File: src/rtl/program_loader.sv
`default_nettype none
// ============================================================================
// Module   : program_loader
// Purpose  : Boot loader that takes a length-prefixed byte stream, writes
//            16-bit words to BRAM port B and holds the CPU in reset until done.
// Revision : 1.0 - initial release
// ============================================================================
module program_loader #(
    parameter int ADDR_WIDTH = 10,
    parameter int DATA_WIDTH = 16
) (
    input  logic                  clk,
    input  logic                  reset,
    input  logic                  start,
    input  logic [7:0]            rx_data,
    input  logic                  rx_valid,
    output logic                  rx_ready,
    output logic [ADDR_WIDTH-1:0] addr_b,
    output logic [DATA_WIDTH-1:0] data_b,
    output logic                  we_b,
    output logic                  cpu_reset,
    output logic                  busy,
    output logic                  done,
    output logic                  error
);

    localparam int unsigned DEPTH = 2 ** ADDR_WIDTH;
    localparam int          CNT_W = ADDR_WIDTH + 1;

    localparam logic [2:0] ST_IDLE    = 3'd0;
    localparam logic [2:0] ST_LEN_HI  = 3'd1;
    localparam logic [2:0] ST_LEN_LO  = 3'd2;
    localparam logic [2:0] ST_DATA_HI = 3'd3;
    localparam logic [2:0] ST_DATA_LO = 3'd4;
    localparam logic [2:0] ST_WRITE   = 3'd5;
    localparam logic [2:0] ST_DONE    = 3'd6;
    localparam logic [2:0] ST_ERROR   = 3'd7;

    logic [2:0]            state_q, state_d;
    logic [CNT_W-1:0]      count_q, count_d;
    logic [15:0]           len_q, len_d;
    logic [7:0]            hi_q, hi_d;

    logic                  rx_ready_d;
    logic [ADDR_WIDTH-1:0] addr_b_d;
    logic [DATA_WIDTH-1:0] data_b_d;
    logic                  we_b_d;
    logic                  cpu_reset_d;
    logic                  busy_d;
    logic                  done_d;
    logic                  error_d;

    logic                  xfer;
    logic [15:0]           len_rx;
    logic                  len_bad;
    logic [CNT_W-1:0]      count_inc;
    logic                  last_word;
    logic [15:0]           word_w;
    logic [DATA_WIDTH-1:0] word_ext;

    assign xfer      = rx_valid & rx_ready;
    assign len_rx    = {len_q[15:8], rx_data};
    assign len_bad   = (len_rx == 16'd0) || ({16'd0, len_rx} > DEPTH);
    // count is one bit wider than the address so a full-depth load compares cleanly
    assign count_inc = count_q + 1'b1;
    assign last_word = (32'(count_inc) == {16'd0, len_q});
    assign word_w    = {hi_q, rx_data};

    generate
        if (DATA_WIDTH > 16) begin : g_wide
            assign word_ext = {{(DATA_WIDTH-16){1'b0}}, word_w};
        end else begin : g_narrow
            assign word_ext = word_w[DATA_WIDTH-1:0];
        end
    endgenerate

    always_ff @(posedge clk or posedge reset) begin
        if (reset) begin
            state_q   <= ST_IDLE;
            count_q   <= '0;
            len_q     <= '0;
            hi_q      <= '0;
            rx_ready  <= 1'b0;
            addr_b    <= '0;
            data_b    <= '0;
            we_b      <= 1'b0;
            cpu_reset <= 1'b1;
            busy      <= 1'b0;
            done      <= 1'b0;
            error     <= 1'b0;
        end else begin
            state_q   <= state_d;
            count_q   <= count_d;
            len_q     <= len_d;
            hi_q      <= hi_d;
            rx_ready  <= rx_ready_d;
            addr_b    <= addr_b_d;
            data_b    <= data_b_d;
            we_b      <= we_b_d;
            cpu_reset <= cpu_reset_d;
            busy      <= busy_d;
            done      <= done_d;
            error     <= error_d;
        end
    end

    always_comb begin
        state_d = state_q;
        count_d = count_q;
        len_d   = len_q;
        hi_d    = hi_q;
        case (state_q)
            ST_IDLE, ST_DONE, ST_ERROR: begin
                if (start) begin
                    state_d = ST_LEN_HI;
                    count_d = '0;
                end
            end
            ST_LEN_HI: begin
                if (xfer) begin
                    len_d   = {rx_data, 8'h00};
                    state_d = ST_LEN_LO;
                end
            end
            ST_LEN_LO: begin
                if (xfer) begin
                    len_d   = len_rx;
                    state_d = len_bad ? ST_ERROR : ST_DATA_HI;
                end
            end
            ST_DATA_HI: begin
                if (xfer) begin
                    hi_d    = rx_data;
                    state_d = ST_DATA_LO;
                end
            end
            ST_DATA_LO: begin
                if (xfer) begin
                    state_d = ST_WRITE;
                end
            end
            ST_WRITE: begin
                count_d = count_inc;
                state_d = last_word ? ST_DONE : ST_DATA_HI;
            end
            default: state_d = ST_IDLE;
        endcase
    end

    // Outputs are decoded from the next state so they register in step with it
    always_comb begin
        rx_ready_d  = (state_d == ST_LEN_HI)  || (state_d == ST_LEN_LO) ||
                      (state_d == ST_DATA_HI) || (state_d == ST_DATA_LO);
        we_b_d      = (state_d == ST_WRITE);
        busy_d      = rx_ready_d || we_b_d;
        done_d      = (state_d == ST_DONE);
        error_d     = (state_d == ST_ERROR);
        cpu_reset_d = (state_d != ST_DONE);
        addr_b_d    = addr_b;
        data_b_d    = data_b;
        if (we_b_d) begin
            addr_b_d = count_q[ADDR_WIDTH-1:0];
            data_b_d = word_ext;
        end
    end

endmodule
`default_nettype wire

File: config.mk
export PLATFORM = sky130hd
export DESIGN_NAME = program_loader
export DESIGN_NICKNAME = d
export VERILOG_FILES = /design/src/rtl/program_loader.sv
export SDC_FILE = /design/constraint.sdc
export NUM_CORES = 1
export LEC_CHECK = 0
export CORE_ASPECT_RATIO = 0.5
export CORE_MARGIN = 5
export CORE_UTILIZATION = 59
export DETAILED_ROUTE_END_ITERATION = 8
export PLACE_DENSITY = 0.92
export SETUP_SLACK_MARGIN = 0.05
export SLEW_MARGIN = 20
export SYNTH_ARGS = -nofsm -noshare
export SYNTH_HDL_FRONTEND = slang
export SYNTH_SLANG_ARGS = --single-unit
File: constraint.sdc
create_clock -name clk -period 4.9 [get_ports clk]
set_input_delay 0.98 -clock clk [delete_from_list [all_inputs] [get_ports clk]]
set_output_delay 0.98 -clock clk [all_outputs]
set_load 0.005 [all_outputs]
==> impl_metrics.toml, run 1 <==
[synthesis]
synth_top_family_by_area = "simple AND/OR/NAND/NOR gates"
syn_inst = 345
muxShareOfSynthArea_pct = 8.49
synth_seq_cells = 70
yosys.cell_types.count = 59
synth_edf_count = 0
async_reset_ff_share_pct = 100
synth-xor-area-share_pct = 3.28
syn_area_per_cell_sq_um = 9.96
synthAdderAreaFrac_pct = 0.364
yosysSeqAreaShare_pct = 51.0
ys_warn_count = 0
syn_area_sq_um = 3440
synth-simple-area-share_pct = 19.5
synthFlopType = "dfrtp_1"
synth_compound_area_share_pct = 13.7
syn_nets = 358

[route]
drc = 0
drt_pre_antenna_iters = 5
wirelength_mm = 8.70
viasPerCell = 6.27
drtIter0Drc = 296
post_drt_wl_per_cell_um = 18.9
vias = 2886
drtAntennaViolNets = 0

[global_routing]
first_global_vias = 2909
antenna_found_initial = 0
gr-total-overflow = 0
grt_pass1_wl_mm = 14.9
grt_max_degree = 37
grt_usage_pct = 24.7

[clock_network]
clock_latency_ns = 0.33
clockBufferDepth = 2
post_cts_resized = 0
cts_tree = "built"
post_cts_buffers = 0
clock-root-buffer = "clkbuf_16"
cts.sinks = 70
ctsHoldBuffers = 0
path_clk_slew_ns = 0.06
cts_buffers = 9
h-tree-depth = 3

[worst_setup_path]
cp.required_ns = 5.17
crit_buf_inv = 1
max_stage_delay_ns = 0.50
worstSetupPathType = "input port to flip-flop"
cpMaxStageDelayCell = "clkdlybuf4s50_1"
cp_cell_sequence = "clkdlybuf4s50_1 -> nand2_1 -> nor3b_1 -> nand2b_1 -> o21ai_1 -> nand3_1 -> nand2_1"
crit_path_end_kind = "flip-flop"
crit_fanout = 18
startpoint_type = "input port"
path_delay_family = "simple AND/OR/NAND/NOR gates"
arrival_ns = 3.27
crit_path_frequent_cell = "nand2_1"

[sta]
final.setup_skew_ns = 0.00615
setup_viol = 0
fin_crit_sh_pct = 61.3
setup_tns_ns = 0
final_max_slew_viol_count = 0
min_period_ns = 3.00
hold_viol = 0
rsz0062_at_grt = "false"
fmax_mhz = 333
worst_pin_slew_ns = 0.766
relSlewSlack_pct = 48.6

[final_layout]
final_nets = 395
fin_area_sq_um = 4180
drive_gt1_share_pct = 14.7
n_antenna_cell = 0
area_growth_pct = 21.7

[outcome]
status = "complete, no violations"

[placed_design]
gp_congestion = 0.959
dpl_cell_area_sq_um = 3880
numPortBuffers = 43
hpwl_mm = 5.58

[die]
die-area_sq_um = 7540
die_y_um = 64.0
rows = 19
start_util_pct = 61.8
dieWidth_um = 118
core_sq_um = 5560
ios = 44

[power_and_ir_drop]
ir_drop_mv = 0.474
powerDensity_nw_per_um2 = 601
leakagePower_nw = 1.86

[min_path]
hp-class = "flip-flop to flip-flop"

[flow_run]
maxCapViolCount = 0
==> sequential cells by signal (all words and copies together) (netlist names) <==
| register | cells |
|---|---|
| data_b | 16 |
| len_q | 16 |
| count_q | 11 |
| addr_b | 10 |
| hi_q | 8 |
| state_q | 3 |
| busy | 1 |
| cpu_reset | 1 |
| done | 1 |
| error | 1 |
| rx_ready | 1 |
| we_b | 1 |
==> tightest hold or removal path, delay by kind of cell (launching register included) <==
family,cells,cell delay (ns)
AND/OR/NAND/NOR,2,0.10
flip-flops,1,0.34
==> cell usage in the layout, fill, tap and decap left out, types with 4 or more instances in the layout <==
cell type and count:
dfrtp_1 69, nand4_1 4, o21ai_0 32, or3_1 6
clkdlybuf4s50_1 43, clkbuf_16 9, nor3_1 4, nand3_1 17
inv_1 6, mux2_2 25, xnor2_1 8, a31oi_1 4
nor2_1 15, nand2b_1 4, nand2_1 74
==> power breakdown <==
group          total [W]  leakage [nW]  switching (W)  internal (W)
logic           0.000904         0.806       0.000458      0.000446
registers       0.000952         0.912       0.000173      0.000779
clock network   0.000657         0.143       0.000258      0.000399
total            0.00251          1.86       0.000889       0.00162
==> Yosys cell counts, drive strengths merged (4+ instances only) <==
cell type,number,area share (%)
nand2b,4,0.73
nand3,18,2.8
nor2,15,1.6
xnor2,9,2.5
mux2,25,8.2
o21ai,35,5.4
nand2,74,8.1
or3,7,1.3
buf,11,1.9
inv,7,0.76
dfrtp,69,50
clkbuf,8,0.87
nand4,5,1.3
nor3,4,0.58
a31oi,4,0.73
==> cell type report <==
cell class | instances | area, sq um
inverter | 8 | 30.0
sequential | 70 | 1750
fill | 343 | 1380
tap | 73 | 91.3
timing repair buffer | 45 | 445
multi-input combinational | 248 | 1560
clock inverter | 7 | 80.1
clock buffer | 9 | 225
==> final timing paths <==
path                       slack (ns)  cells past startpoint        from    endpoint
min reg2reg                      0.48                      2     hi_q[6]  data_b[14]
min                              0.48                      2     hi_q[6]  data_b[14]
max reg2reg                      2.33                      7  count_q[0]        done
min in group asynchronous        1.09                      2       reset  data_b[10]
max in group asynchronous        2.86                      3       reset   cpu_reset
max                              1.90                      7    rx_valid    len_q[0]
==> metal layers <==
metal | track usage [%] | share of wire [%] | vias to the layer above
met4 | 9.01 | 2.7 | 0
li1 | - | - | 1287
met5 | 0 | 0 | -
met1 | 32.6 | 43 | 1398
met3 | 6.70 | 7.5 | 36
met2 | 39.6 | 47 | 165
==> metrics by stage <==
stage / hold WS (ns) / util (%) / setup slack, ns / total power, W / std cells
floorplan: 0.433 / - / 2.15 / 0.00147 / 345
global placement: 0.445 / 69.7 / 1.86 / 0.00177 / 444
detailed placement: 0.457 / 69.7 / 1.76 / 0.00182 / 444
CTS: 0.476 / 75.2 / 2.00 / 0.00251 / 460
global route: 0.514 / 75.2 / 1.75 / 0.00266 / 460
finish: 0.478 / 75.2 / 1.90 / 0.00251 / 460
==> cell families (layout without fill, tap and decap cells) <==
kind of cell / Yosys count / after routing
buffers and inverters: 27 / 69
AOI/OAI and AO/OA: 68 / 68
DFF: 70 / 70
muxes: 26 / 26
and+or+nand+nor: 141 / 141
xor gates and xnor gates: 12 / 12
adders and majority gates: 1 / 1
No activity file was read; power rests on OpenSTA's default activity.
==> inputs of run 2 (changes only) <==
--- a/config.mk
+++ b/config.mk
@@ -7,9 +7,9 @@
 export LEC_CHECK = 0
 export CORE_ASPECT_RATIO = 0.5
 export CORE_MARGIN = 5
-export CORE_UTILIZATION = 59
+export CORE_UTILIZATION = 50
 export DETAILED_ROUTE_END_ITERATION = 8
-export PLACE_DENSITY = 0.92
+export PLACE_DENSITY = 0.84
 export SETUP_SLACK_MARGIN = 0.05
 export SLEW_MARGIN = 20
 export SYNTH_ARGS = -nofsm -noshare
==> constraint.sdc (replaced) <==
create_clock -name clk -period 2.5 [get_ports clk]
set_input_delay 0.5 -clock clk [delete_from_list [all_inputs] [get_ports clk]]
set_output_delay 0.5 -clock clk [all_outputs]
set_load 0.005 [all_outputs]
==> run 2 against run 1 <==
Compared with the run above: first-iteration DRC count is 18% higher; critical path depth is 1 lower; via count is 4.2% lower; clock power is 83% higher.
==> impl_metrics.toml, run 2 (synthesis gave the netlist of run 1 again) <==
[clock_network]
path_clk_slew_ns = 0.06
cts.sinks = 70
clockBufferDepth = 2
ctsHoldBuffers = 0
cts_tree = "built"
clock_latency_ns = 0.34
h-tree-depth = 3
cts_buffers = 9
clock-root-buffer = "clkbuf_16"
post_cts_buffers = 0

[route]
drtAntennaViolNets = 0
post_drt_wl_per_cell_um = 16.4
drt_pre_antenna_iters = 4
drtIter0Drc = 348
viasPerCell = 5.62
wirelength_mm = 8.07
vias = 2764
drc = 0

[worst_setup_path]
crit_fanout = 10
crit_path_end_kind = "flip-flop"
arrival_ns = 2.59
startpoint_type = "flip-flop"
worstSetupPathType = "flip-flop to flip-flop"
rr_worst_depth = 6
crit_start = "count_q[3]"
cp.required_ns = 2.76
r2r-start = "count_q[3]"

[power_and_ir_drop]
combPwrFrac_pct = 37.2
seq_power_share_pct = 38.0
powerDensity_nw_per_um2 = 1120
switching_share_pct = 34.7
leakagePower_nw = 1.92
p_sw_w = 0.00167
ir_drop_mv = 0.534
p_int_w = 0.00315
clockPowerShare_pct = 24.8

[final_layout]
fillCellCount = 525
final_cells = 492
reg_top3 = "data_b: 16 flops, len_q: 16 flops, count_q: 11 flops"
seq_area_sq_um = 1750
final_common_cell = "nand2_1"
drive_gt1_share_pct = 18.0
n_antenna_cell = 0
area_growth_pct = 25.6
multi_input_area_sq_um = 1560
final_nets = 408
final_cell_mix = "nand2_1 (74), dfrtp_1 (69), clkdlybuf4s50_1 (43), o21ai_0 (33), mux2_2 (25)"

[sta]
final.setup_skew_ns = 0.00510
fin_crit_sh_pct = 93.2
whs_ns = 0.478
relSlewSlack_pct = 59.4
rsz0062_at_grt = "false"
min_period_ns = 2.33
hold_viol = 0
final_max_slew_viol_count = 0
setup_tns_ns = 0
fmax_mhz = 429
setup_viol = 0
fin_ws_ns = 0.170
worst_pin_slew_ns = 0.603

[die]
dieWidth_um = 127
core_sq_um = 6670
die-area_sq_um = 8730
ios = 44
start_util_pct = 51.5
die_y_um = 68.6
rows = 21

[min_path]
hp-class = "flip-flop to flip-flop"
hold_path_depth = 2
worstHoldStart = "hi_q[3]"

[global_routing]
grt_pass1_wl_mm = 13.9
first_global_vias = 2779
grt_usage_pct = 20.7
gr-total-overflow = 0
grt_util_met1_pct = 26.9
antenna_found_initial = 0
globalRouteMet3Util_pct = 5.46
grt_max_degree = 27
top_usage_layer = "met2"
grt_use_met2_pct = 33.4

[flow_run]
maxCapViolCount = 0

[placed_design]
numPortBuffers = 43
place_inst = 476
hpwl_mm = 5.77
post-place-ws_ns = -0.0291
gp_congestion = 0.894

[outcome]
status = "complete, no violations"
## run 2: cell types whose count changed in the layout (fill, tap and decap cells not counted), sizes merged
| cell | before | now |
|---|---|---|
| clkinvlp | 2 | 3 |
| clkinv | 3 | 2 |
| buf | 2 | 15 |
| clkbuf | 9 | 10 |
| bufinv | 1 | 0 |
## run 2: worst max-delay path: stages (launching register included)
cell	delay, ns
dfrtp_1	0.57
nand4_4	0.21
or3_1	0.41
a31o_1	0.22
or4_4	0.47
o21ai_4	0.21
nor3b_2	0.18
## run 2: final cells by class
class	count	area share [%]
clock inverter	6	1.04
multi-input combinational	248	36.3
sequential	70	40.6
tap	92	2.67
clock buffer	10	5.54
inverter	8	0.696
timing repair buffer	58	13.2
## run 2: power by group through the flow
stage                     clock, W  sequential, W  combinational, W
after floorplan                  0        0.00175           0.00113
after global routing       0.00127        0.00189           0.00197
final                      0.00120        0.00184           0.00179
after CTS                  0.00122        0.00183           0.00179
after global placement           0        0.00182           0.00170
after detailed placement         0        0.00184           0.00177
## run 2: path summary, 6_finish.rpt
check                                   to  slack (ns)
worst max-delay path                 error        0.17
worst min-delay path            data_b[11]        0.48
worst max register to register       error        0.17
worst min register to register  data_b[11]        0.48
max in group asynchronous        cpu_reset        1.40
min in group asynchronous       data_b[12]        0.52
## run 2: timing repair
item	4_1_cts	5_1_grt
endpoints found under the setup margin	0	6
hold endpoints to repair	0	0
resized for setup	0	2
## run 2: stage by stage
step                util (%)  cell area [sq um]  power, W
floorplan                  -               3440   0.00288
global placement        60.3               4020   0.00352
detailed placement      60.3               4020   0.00361
CTS                     64.5               4310   0.00484
global route            64.6               4310   0.00513
finish                  64.6               4310   0.00483
## run 2: per-layer routing
layer	up-vias	wire length, um
li1	1310	-
met1	1341	3620
met2	94	3740
met3	19	525
met4	0	184
met5	-	0
